===== src/rtl/fc_pkg.sv =====
// Shared sizes and FSM encoding for the fully-connected classifier stage.
package fc_pkg;
    localparam int FC_DATA_SIZE = 32;
    localparam int FC_MEM_SIZE  = 16;
    localparam int FC_FRAC      = 8;

    typedef enum logic [2:0] {
        ST_IDLE = 3'd0,
        ST_ADDR = 3'd1,
        ST_MAC  = 3'd2,
        ST_WR   = 3'd3,
        ST_DONE = 3'd4
    } fc_state_e;
endpackage


===== src/rtl/fc_mac.sv =====
// Multiply-accumulate datapath: bias load, signed MAC, then shift, saturate and optional ReLU.
module fc_mac
    import fc_pkg::*;
#(
    parameter int DATA_SIZE = FC_DATA_SIZE,
    parameter int FRAC      = FC_FRAC
) (
    input  logic                 clk,
    input  logic                 rst,
    input  logic                 acc_en,
    input  logic                 load,
    input  logic                 bias_only,
    input  logic                 relu,
    input  logic [DATA_SIZE-1:0] in_rd,
    input  logic [DATA_SIZE-1:0] w_rd,
    input  logic [DATA_SIZE-1:0] b_rd,
    output logic [DATA_SIZE-1:0] result
);
    localparam int PROD_W = 2 * DATA_SIZE;
    localparam int ACC_W  = PROD_W + 8;
    localparam logic signed [ACC_W-1:0] SAT_MAX =
        {{(ACC_W-DATA_SIZE+1){1'b0}}, {(DATA_SIZE-1){1'b1}}};
    localparam logic signed [ACC_W-1:0] SAT_MIN =
        {{(ACC_W-DATA_SIZE+1){1'b1}}, {(DATA_SIZE-1){1'b0}}};

    logic signed [PROD_W-1:0] in_ext, w_ext, prod;
    logic signed [ACC_W-1:0]  acc, acc_d, bias_ext, prod_ext, res_src, shifted;
    logic [DATA_SIZE-1:0]     sat;

    assign in_ext   = {{DATA_SIZE{in_rd[DATA_SIZE-1]}}, in_rd};
    assign w_ext    = {{DATA_SIZE{w_rd[DATA_SIZE-1]}}, w_rd};
    assign prod     = in_ext * w_ext;
    assign prod_ext = {{(ACC_W-PROD_W){prod[PROD_W-1]}}, prod};
    assign bias_ext = {{(ACC_W-DATA_SIZE){b_rd[DATA_SIZE-1]}}, b_rd};
    assign acc_d    = (load ? bias_ext : acc) + prod_ext;

    // With no inputs the bias read issued in ADDR is the whole result.
    assign res_src = bias_only ? bias_ext : acc;
    assign shifted = res_src >>> FRAC;

    always_comb begin
        sat = shifted[DATA_SIZE-1:0];
        if (shifted > SAT_MAX) begin
            sat = SAT_MAX[DATA_SIZE-1:0];
        end else if (shifted < SAT_MIN) begin
            sat = SAT_MIN[DATA_SIZE-1:0];
        end
        result = (relu && sat[DATA_SIZE-1]) ? '0 : sat;
    end

    always_ff @(posedge clk) begin
        if (!rst) begin
            acc <= '0;
        end else if (acc_en) begin
            acc <= acc_d;
        end
    end
endmodule


===== src/rtl/fc_layer.sv =====
// Fully-connected layer sequencer: walks neurons and inputs, drives memory addresses,
// and writes one saturated result word per neuron.
//   state | meaning
//   IDLE  | waiting for en; samples N_IN/N_OUT/RELU on leaving
//   ADDR  | issues bias, first input and first weight reads for neuron o
//   MAC   | accumulates one input*weight per cycle, N_IN cycles
//   WR    | writes result for neuron o, advances o
//   DONE  | job complete, done held until en falls
module fc_layer
    import fc_pkg::*;
#(
    parameter int DATA_SIZE = FC_DATA_SIZE,
    parameter int MEM_SIZE  = FC_MEM_SIZE,
    parameter int FRAC      = FC_FRAC
) (
    input  logic                 clk,
    input  logic                 rst,
    input  logic                 en,
    input  logic [DATA_SIZE-1:0] N_IN,
    input  logic [DATA_SIZE-1:0] N_OUT,
    input  logic                 RELU,
    input  logic [DATA_SIZE-1:0] in_rd,
    input  logic [DATA_SIZE-1:0] w_rd,
    input  logic [DATA_SIZE-1:0] b_rd,
    output logic                 done,
    output logic [MEM_SIZE-1:0]  in_ra,
    output logic [MEM_SIZE-1:0]  w_ra,
    output logic [MEM_SIZE-1:0]  b_ra,
    output logic                 out_we,
    output logic [MEM_SIZE-1:0]  out_wa,
    output logic [DATA_SIZE-1:0] out_wd
);
    fc_state_e            state, state_nxt;
    logic [MEM_SIZE-1:0]  n_in_r, n_out_r, o_cnt, j_cnt, wptr;
    logic                 relu_r, last_j, more_out;
    logic [DATA_SIZE-1:0] result, out_wd_q;
    logic                 unused_hi;

    assign unused_hi = ^{N_IN[DATA_SIZE-1:MEM_SIZE], N_OUT[DATA_SIZE-1:MEM_SIZE]};

    assign last_j   = (j_cnt == (n_in_r - MEM_SIZE'(1)));
    assign more_out = (({1'b0, o_cnt} + (MEM_SIZE+1)'(1)) < {1'b0, n_out_r});

    always_comb begin
        state_nxt = state;
        case (state)
            ST_IDLE: if (en) state_nxt = (N_OUT[MEM_SIZE-1:0] == '0) ? ST_DONE : ST_ADDR;
            ST_ADDR: begin
                if (!en)                 state_nxt = ST_IDLE;
                else if (n_in_r == '0)   state_nxt = ST_WR;
                else                     state_nxt = ST_MAC;
            end
            ST_MAC: begin
                if (!en)                 state_nxt = ST_IDLE;
                else if (last_j)         state_nxt = ST_WR;
            end
            ST_WR: begin
                if (!en)                 state_nxt = ST_IDLE;
                else if (more_out)       state_nxt = ST_ADDR;
                else                     state_nxt = ST_DONE;
            end
            ST_DONE: if (!en) state_nxt = ST_IDLE;
            default: state_nxt = ST_IDLE;
        endcase
    end

    // A write whose cycle coincides with en falling is dropped along with the job.
    assign done   = (state == ST_DONE);
    assign out_we = (state == ST_WR) && en;
    assign out_wa = o_cnt;
    assign out_wd = out_we ? result : out_wd_q;
    assign b_ra   = (state == ST_ADDR) ? o_cnt : '0;
    assign in_ra  = (state == ST_MAC) ? j_cnt + MEM_SIZE'(1) : '0;
    assign w_ra   = (state == ST_ADDR) ? wptr :
                    (state == ST_MAC)  ? wptr + MEM_SIZE'(1) : '0;

    always_ff @(posedge clk) begin
        if (!rst) begin
            state    <= ST_IDLE;
            n_in_r   <= '0;
            n_out_r  <= '0;
            relu_r   <= 1'b0;
            o_cnt    <= '0;
            j_cnt    <= '0;
            wptr     <= '0;
            out_wd_q <= '0;
        end else begin
            state <= state_nxt;
            case (state)
                ST_IDLE: if (en) begin
                    n_in_r  <= N_IN[MEM_SIZE-1:0];
                    n_out_r <= N_OUT[MEM_SIZE-1:0];
                    relu_r  <= RELU;
                    o_cnt   <= '0;
                    j_cnt   <= '0;
                    wptr    <= '0;
                end
                // wptr runs continuously across neurons, so row o starts at o*N_IN for free.
                ST_MAC: if (en) begin
                    j_cnt <= last_j ? '0 : j_cnt + MEM_SIZE'(1);
                    wptr  <= wptr + MEM_SIZE'(1);
                end
                ST_WR: if (en) begin
                    o_cnt    <= o_cnt + MEM_SIZE'(1);
                    out_wd_q <= result;
                end
                default: ;
            endcase
        end
    end

    fc_mac #(
        .DATA_SIZE (DATA_SIZE),
        .FRAC      (FRAC)
    ) u_mac (
        .clk       (clk),
        .rst       (rst),
        .acc_en    ((state == ST_MAC) && en),
        .load      (j_cnt == '0),
        .bias_only (n_in_r == '0),
        .relu      (relu_r),
        .in_rd     (in_rd),
        .w_rd      (w_rd),
        .b_rd      (b_rd),
        .result    (result)
    );
endmodule


===== config.mk =====
export PLATFORM = sky130hd
export DESIGN_NAME = fc_layer
export DESIGN_NICKNAME = d
export VERILOG_FILES = /design/src/rtl/fc_pkg.sv /design/src/rtl/fc_mac.sv /design/src/rtl/fc_layer.sv
export SDC_FILE = /design/constraint.sdc
export NUM_CORES = 2
export LEC_CHECK = 0
export ABC_AREA = 0
export BUFFER_PORTS_ARGS = -buffer_cell sky130_fd_sc_hd__buf_2
export CORE_MARGIN = 5
export CORE_UTILIZATION = 60
export DETAILED_ROUTE_END_ITERATION = 8
export PLACE_DENSITY = 0.76
export SETUP_SLACK_MARGIN = 0.1
export SLEW_MARGIN = 20
export SYNTH_ARGS = -nofsm -noshare
export SYNTH_HDL_FRONTEND = slang
export SYNTH_SLANG_ARGS = --single-unit

===== constraint.sdc =====
create_clock -name clk -period 33.7 [get_ports clk]
set_clock_uncertainty 0.2 [all_clocks]
set_input_delay 6.74 -clock clk [delete_from_list [all_inputs] [get_ports clk]]
set_output_delay 6.74 -clock clk [all_outputs]
set_load 0.05 [all_outputs]

After elaboration in Yosys (flattened, before gate mapping). Index checks and enable logic that the tools add are counted.

Equal/unequal tests: 10. $add $sub $neg: 6. Shifts and indexed selects: 0. Reductions and logical operators: 14. Bitwise gates (word level): 0. Divide/modulo/power cells: 0. $lt $le $gt $ge: 3. Muxes and demuxes: 28. $mul: 1.

Operators with widths (number): 16-bit 2-to-1 mux (9); 72-bit 2-to-1 mux (2); 32-bit 2-to-1 mux (4); 16-bit case mux with 2 select lines (3); 72-bit by 64-bit adder with 72-bit output (1); 64-bit by 32-bit > comparator with 1-bit output, second input constant (1); 64-bit by 32-bit < comparator with 1-bit output, second input constant (1); 32-bit by 32-bit multiplier with 64-bit output (1); 16-bit by 1-bit adder with 16-bit output, second input constant (3); 16-bit zero test (3); 3-bit 2-to-1 mux (7); 16-bit by 1-bit adder with 17-bit output, second input constant (1); 17-bit by 16-bit < comparator with 1-bit output (1); 16-bit equality test (1); 16-bit by 1-bit subtractor with 16-bit output, second input constant (1); 3-bit case mux with 5 select lines (1); 3-bit AND reduction (3); 2-bit != test, second input constant (4); 3-bit by 2-bit equality test with 1-bit output, second input constant (2); 2-bit AND reduction (2); 2-bit nonzero test (2); 3-bit by 1-bit equality test with 1-bit output, second input constant (1); 3-bit equality test, second input constant (1); 1-bit logical AND (3); 4 further kinds (4).

Input port bits: 164. Latch bits: 0. Memories: 0. Flip-flop bits (word level): 188. Output and inout bits: 98. Memory bits (writable): 0. Bits in read-only memories: 0.

Logic depth before layout (Yosys ltp).
Depth in word-level cells: 8. Mapped depth: 33.

Hierarchy. A second synthesis with hierarchy kept.

Cells, all modules: 5828. Area total of the unflattened synthesis: 52077.4 sq um.

Modules (own cells, without submodules): fc_mac (cells an instance 4921, seq. area each 1441.4 sq um, instances 1, area an instance 45406.0 sq um); fc_layer (cells an instance 907, seq. area each 2322.2 sq um, instances 1, area an instance 6671.4 sq um).

Worst setup path before layout. OpenSTA, ideal clock, no wires.

Kind: input to register. Start point: in in_rd[31]. End point: reg u_mac.acc[69]. Stages on the path: 26. Path slack: 17912 ps. Data required time: 33438 ps. Arrival: 15526 ps. Cell sequence: clkbuf_1 -> nand2_1 -> inv_1 -> fa_1 -> inv_1 -> fa_1 -> inv_1 -> fa_1 -> fa_1 -> inv_1 -> fa_1 -> fa_1 -> inv_1 -> fa_1 -> fa_1 -> ha_1 -> clkbuf_1 -> nand4_1 -> or4_4 -> a211oi_2 -> nor3_1 -> o41ai_2 -> o21a_1 -> a31oi_1 -> or4_1 -> nand3_1.

Word-level cells in the longest chain between the ends: 2.

RTL lines: start, declared (RTL line fc_layer.sv:22) `input logic [DATA_SIZE-1:0] in_rd,`; 32-bit by 32-bit multiplier with 64-bit output (RTL line fc_mac.sv:32) `assign prod = in_ext * w_ext;`; 72-bit by 64-bit adder with 72-bit output (RTL line fc_mac.sv:35) `assign acc_d = (load ? bias_ext : acc) + prod_ext;`; end signal, assigned (RTL line fc_mac.sv:53) `acc <= '0;`; end signal, assigned (RTL line fc_mac.sv:55) `acc <= acc_d;`; end, declared (RTL line fc_mac.sv:27) `logic signed [ACC_W-1:0] acc, acc_d, bias_ext, prod_ext, res_src, shifted;`.

No other way between the ends. A chain may end at the register's enable or synchronous reset.

Worst setup path after layout.
Start point: in en. End point: out out_wd[20].

Word-level cells in the longest chain between the ends: 2.

RTL lines: start, declared (RTL line fc_layer.sv:18) `input logic en,`; 1-bit logical AND (RTL line fc_layer.sv:69) `assign out_we = (state == ST_WR) && en;`; 32-bit 2-to-1 mux (RTL line fc_layer.sv:71) `assign out_wd = out_we ? result : out_wd_q;`; end, declared (RTL line fc_layer.sv:31) `output logic [DATA_SIZE-1:0] out_wd`.

No other way between the ends.

==> results_dict.tcl <==
set metrics [dict create \
    die_w_um 303.9 \
    clk_path_buf_depth 2 \
    worstSetupPathType "input pin to primary output" \
    final_util_pct 63.28 \
    grt_pass1_wl_mm 222.6 \
    critPathMaxFanout 32 \
    worst_slew_pin_slew_ns 1.149 \
    syn_nets 7536 \
    preCtsSetupSlack_ns 17.48 \
    synth-seq-area-share_pct 7.261 \
    via_count 39320 \
    drt_iter0_markers 2826 \
    setup_tns_ns 0 \
    cp-startpoint "en" \
    grt_overflow 0 \
    cts_root_buffer "clkbuf_16" \
    synth.ff_latch_count 188 \
    syn_inst 5833 \
    dp_hpwl_mm 108.1 \
    slew_headroom_pct 22.80 \
    wl_per_cell_um 18.98 \
    yosys.area.top_type "fa_1" \
    synthToLayoutAreaGrowth_pct 4.268 \
    drtPass1Iterations 6 \
    ios 262 \
    arrival_ns 8.97 \
    synthFlopType "dfxtp_1" \
    antenna_found_initial 5 \
    maxCapViolCount 0 \
    insertion_delay_ns 0.46 \
    end_kind "primary output" \
    cts.clk_slew.worst_paths_ns 0.08 \
    cts_tree "done" \
    core_mm2 0.08541 \
    rsz0062_at_grt "false" \
    finalSetupViolations 0 \
    die_h_um 303.9 \
    start_util_pct 60.69 \
    wl_mm 131.8 \
    slew_viol_final 0 \
    port_buffers 229 \
    yosysUniqueCellTypes 76 \
    cp-start-kind "input pin" \
    ctsHoldBuffers 0 \
    final_nets 7484 \
    drive_above_1_share_pct 5.644 \
    postRouteAntennaNets 0 \
    max_freq_ghz 0.06285 \
    outcome "complete, no violations" \
    place.gp.congestion 0.9419 \
    postSynthAreaPerCell_um2 8.886 \
    rows 107 \
    syn_area_mm2 0.05183 \
    cts_buffers 17 \
    cts_setup_buffers 0 \
    async_reset_ff_share_pct 0 \
    first_global_vias 42950 \
    yosysWarnings 0 \
    grt_use_total_pct 29.30 \
    ctsResizeCount 0 \
    avgViaCountPerCell 5.663 \
    die_area_mm2 0.09237 \
    setup_ws_ns 17.79 \
    hp-start "n_out_r[2]" \
    hold_viol 0 \
    synth_top_area_share_pct 49.59 \
    critPathRequiredTime_ns 26.76 \
    ys_top_cells_by_area "fa_1 (50%), inv_1 (8.8%), nand2_1 (7.6%), dfxtp_1 (7.3%), ha_1 (6.2%)" \
    hold_class "flop to flop" \
    worstReg2RegStart "j_cnt[0]" \
    fin_crit_ns 15.91 \
    htreeDepth 4 \
    cts_sinks 188 \
    stdcell_count 6943 \
    finalCritPeriodShare_pct 47.21 \
    route.detailed.drc 0 \
    synth_edf_count 0 \
    grt_max_degree 84 \
    dp.cells 6906 \
]
-- cell usage in the layout, fill, tap and decap left out, types with 6 or more instances in the layout --
master,instances
fa_1,1283
inv_1,1214
nand2_1,1051
and2_1,284
a21oi_1,255
ha_1,255
buf_2,229
dfxtp_1,188
o21ai_0,162
nor2_1,133
nand3_1,71
xnor2_1,66
mux2i_1,56
xor2_1,48
o21a_1,43
nor2b_1,38
nand4_1,33
and3_1,33
buf_4,29
a21o_1,28
a31oi_1,27
nor3_1,22
nor4_1,20
a211oi_1,19
clkbuf_16,17
nand2b_1,16
or3_1,13
o21bai_1,13
a311oi_1,10
mux2_2,9
a22oi_1,8
o211ai_1,6
-- registers in the layout, summed over array words and instances (netlist names) --
name / flops
state: 3
j_cnt: 16
out_wa: 16
out_wd_q: 32
u_mac.acc: 72
n_in_r: 16
wptr: 16
relu_r: 1
n_out_r: 16
-- routing by layer --
metal / track usage (%) / wire length, µm / vias to the layer above
met1: 39.84 / 53230 / 20120
li1: - / - / 17330
met2: 49.44 / 65070 / 1610
met5: 0 / 0 / -
met3: 4.823 / 10120 / 254
met4: 8.109 / 3356 / 0
-- metrics by stage --
stage          hold WS, ns  instance area (µm²)
3_3_place_gp        0.2344                53390
6_report            0.2579                54050
2_1_floorplan       0.2249                51830
4_1_cts             0.2584                54010
3_5_place_dp        0.2431                53400
5_1_grt             0.2772                54050
-- cell usage after synthesis, types with 4 or more instances --
master,instances
fa_1,1284
mux2i_1,56
nor2b_1,38
nand2b_1,16
o31ai_1,5
mux2_2,9
dfxtp_1,188
inv_1,1216
a311oi_1,10
nand4b_1,4
or4_1,4
o2111ai_1,4
o21bai_1,13
buf_1,16
a211oi_1,19
clkbuf_1,291
buf_2,16
and2_1,286
o21ai_0,162
nor3_1,22
nor3b_1,5
ha_1,255
nor4_1,20
o211ai_1,6
and3_1,33
a21o_1,28
xor2_1,48
nor4b_1,5
or3_1,14
nor2_1,135
nand4_1,33
nand3_1,72
a31oi_1,27
a21oi_1,256
o21a_1,43
xnor2_1,66
nand2_1,1054
a22oi_1,8
and4_1,5
-- final cells by class --
| cell class | count | area (µm²) |
|---|---|---|
| Sequential cell | 188 | 3764 |
| Clock inverter | 15 | 193.9 |
| Clock buffer | 17 | 425.4 |
| Antenna cell | 5 | 12.51 |
| Timing Repair Buffer | 258 | 1364 |
| Multi-Input combinational cell | 4100 | 42290 |
| Tap cell | 1144 | 1431 |
| Fill cell | 7221 | 31370 |
| Inverter | 1216 | 4567 |
-- cells by family after synthesis --
family,Yosys count,share of synthesized area [%]
AO/OA/AOI/OAI,625,7.123
XOR/XNOR,114,1.926
buffers and inverters,1545,11.26
multiplexers,65,1.277
adder cells (fa/ha/maj),1539,55.74
AND/OR/NAND/NOR,1757,15.41
flip-flops,188,7.261
-- worst paths after layout --
path | end | slack [ns] | depth (start not counted)
max | out_wd[20] | 17.79 | 7
max reg2reg | u_mac.acc[57] | 22.45 | 32
min | n_out_r[2] | 0.26 | 2
min reg2reg | n_out_r[2] | 0.26 | 2
-- worst max-delay path: stages --
cell	delay, ns
buf_2	0.17
nor2b_1	0.33
nand3_2	0.12
inv_1	0.41
o21ai_4	0.33
o21ai_0	0.50
buf_2	0.36
Power is left out: the tool's default activity adds up to more than one toggle a clock period on the data nets, which glitch-free logic cannot reach.
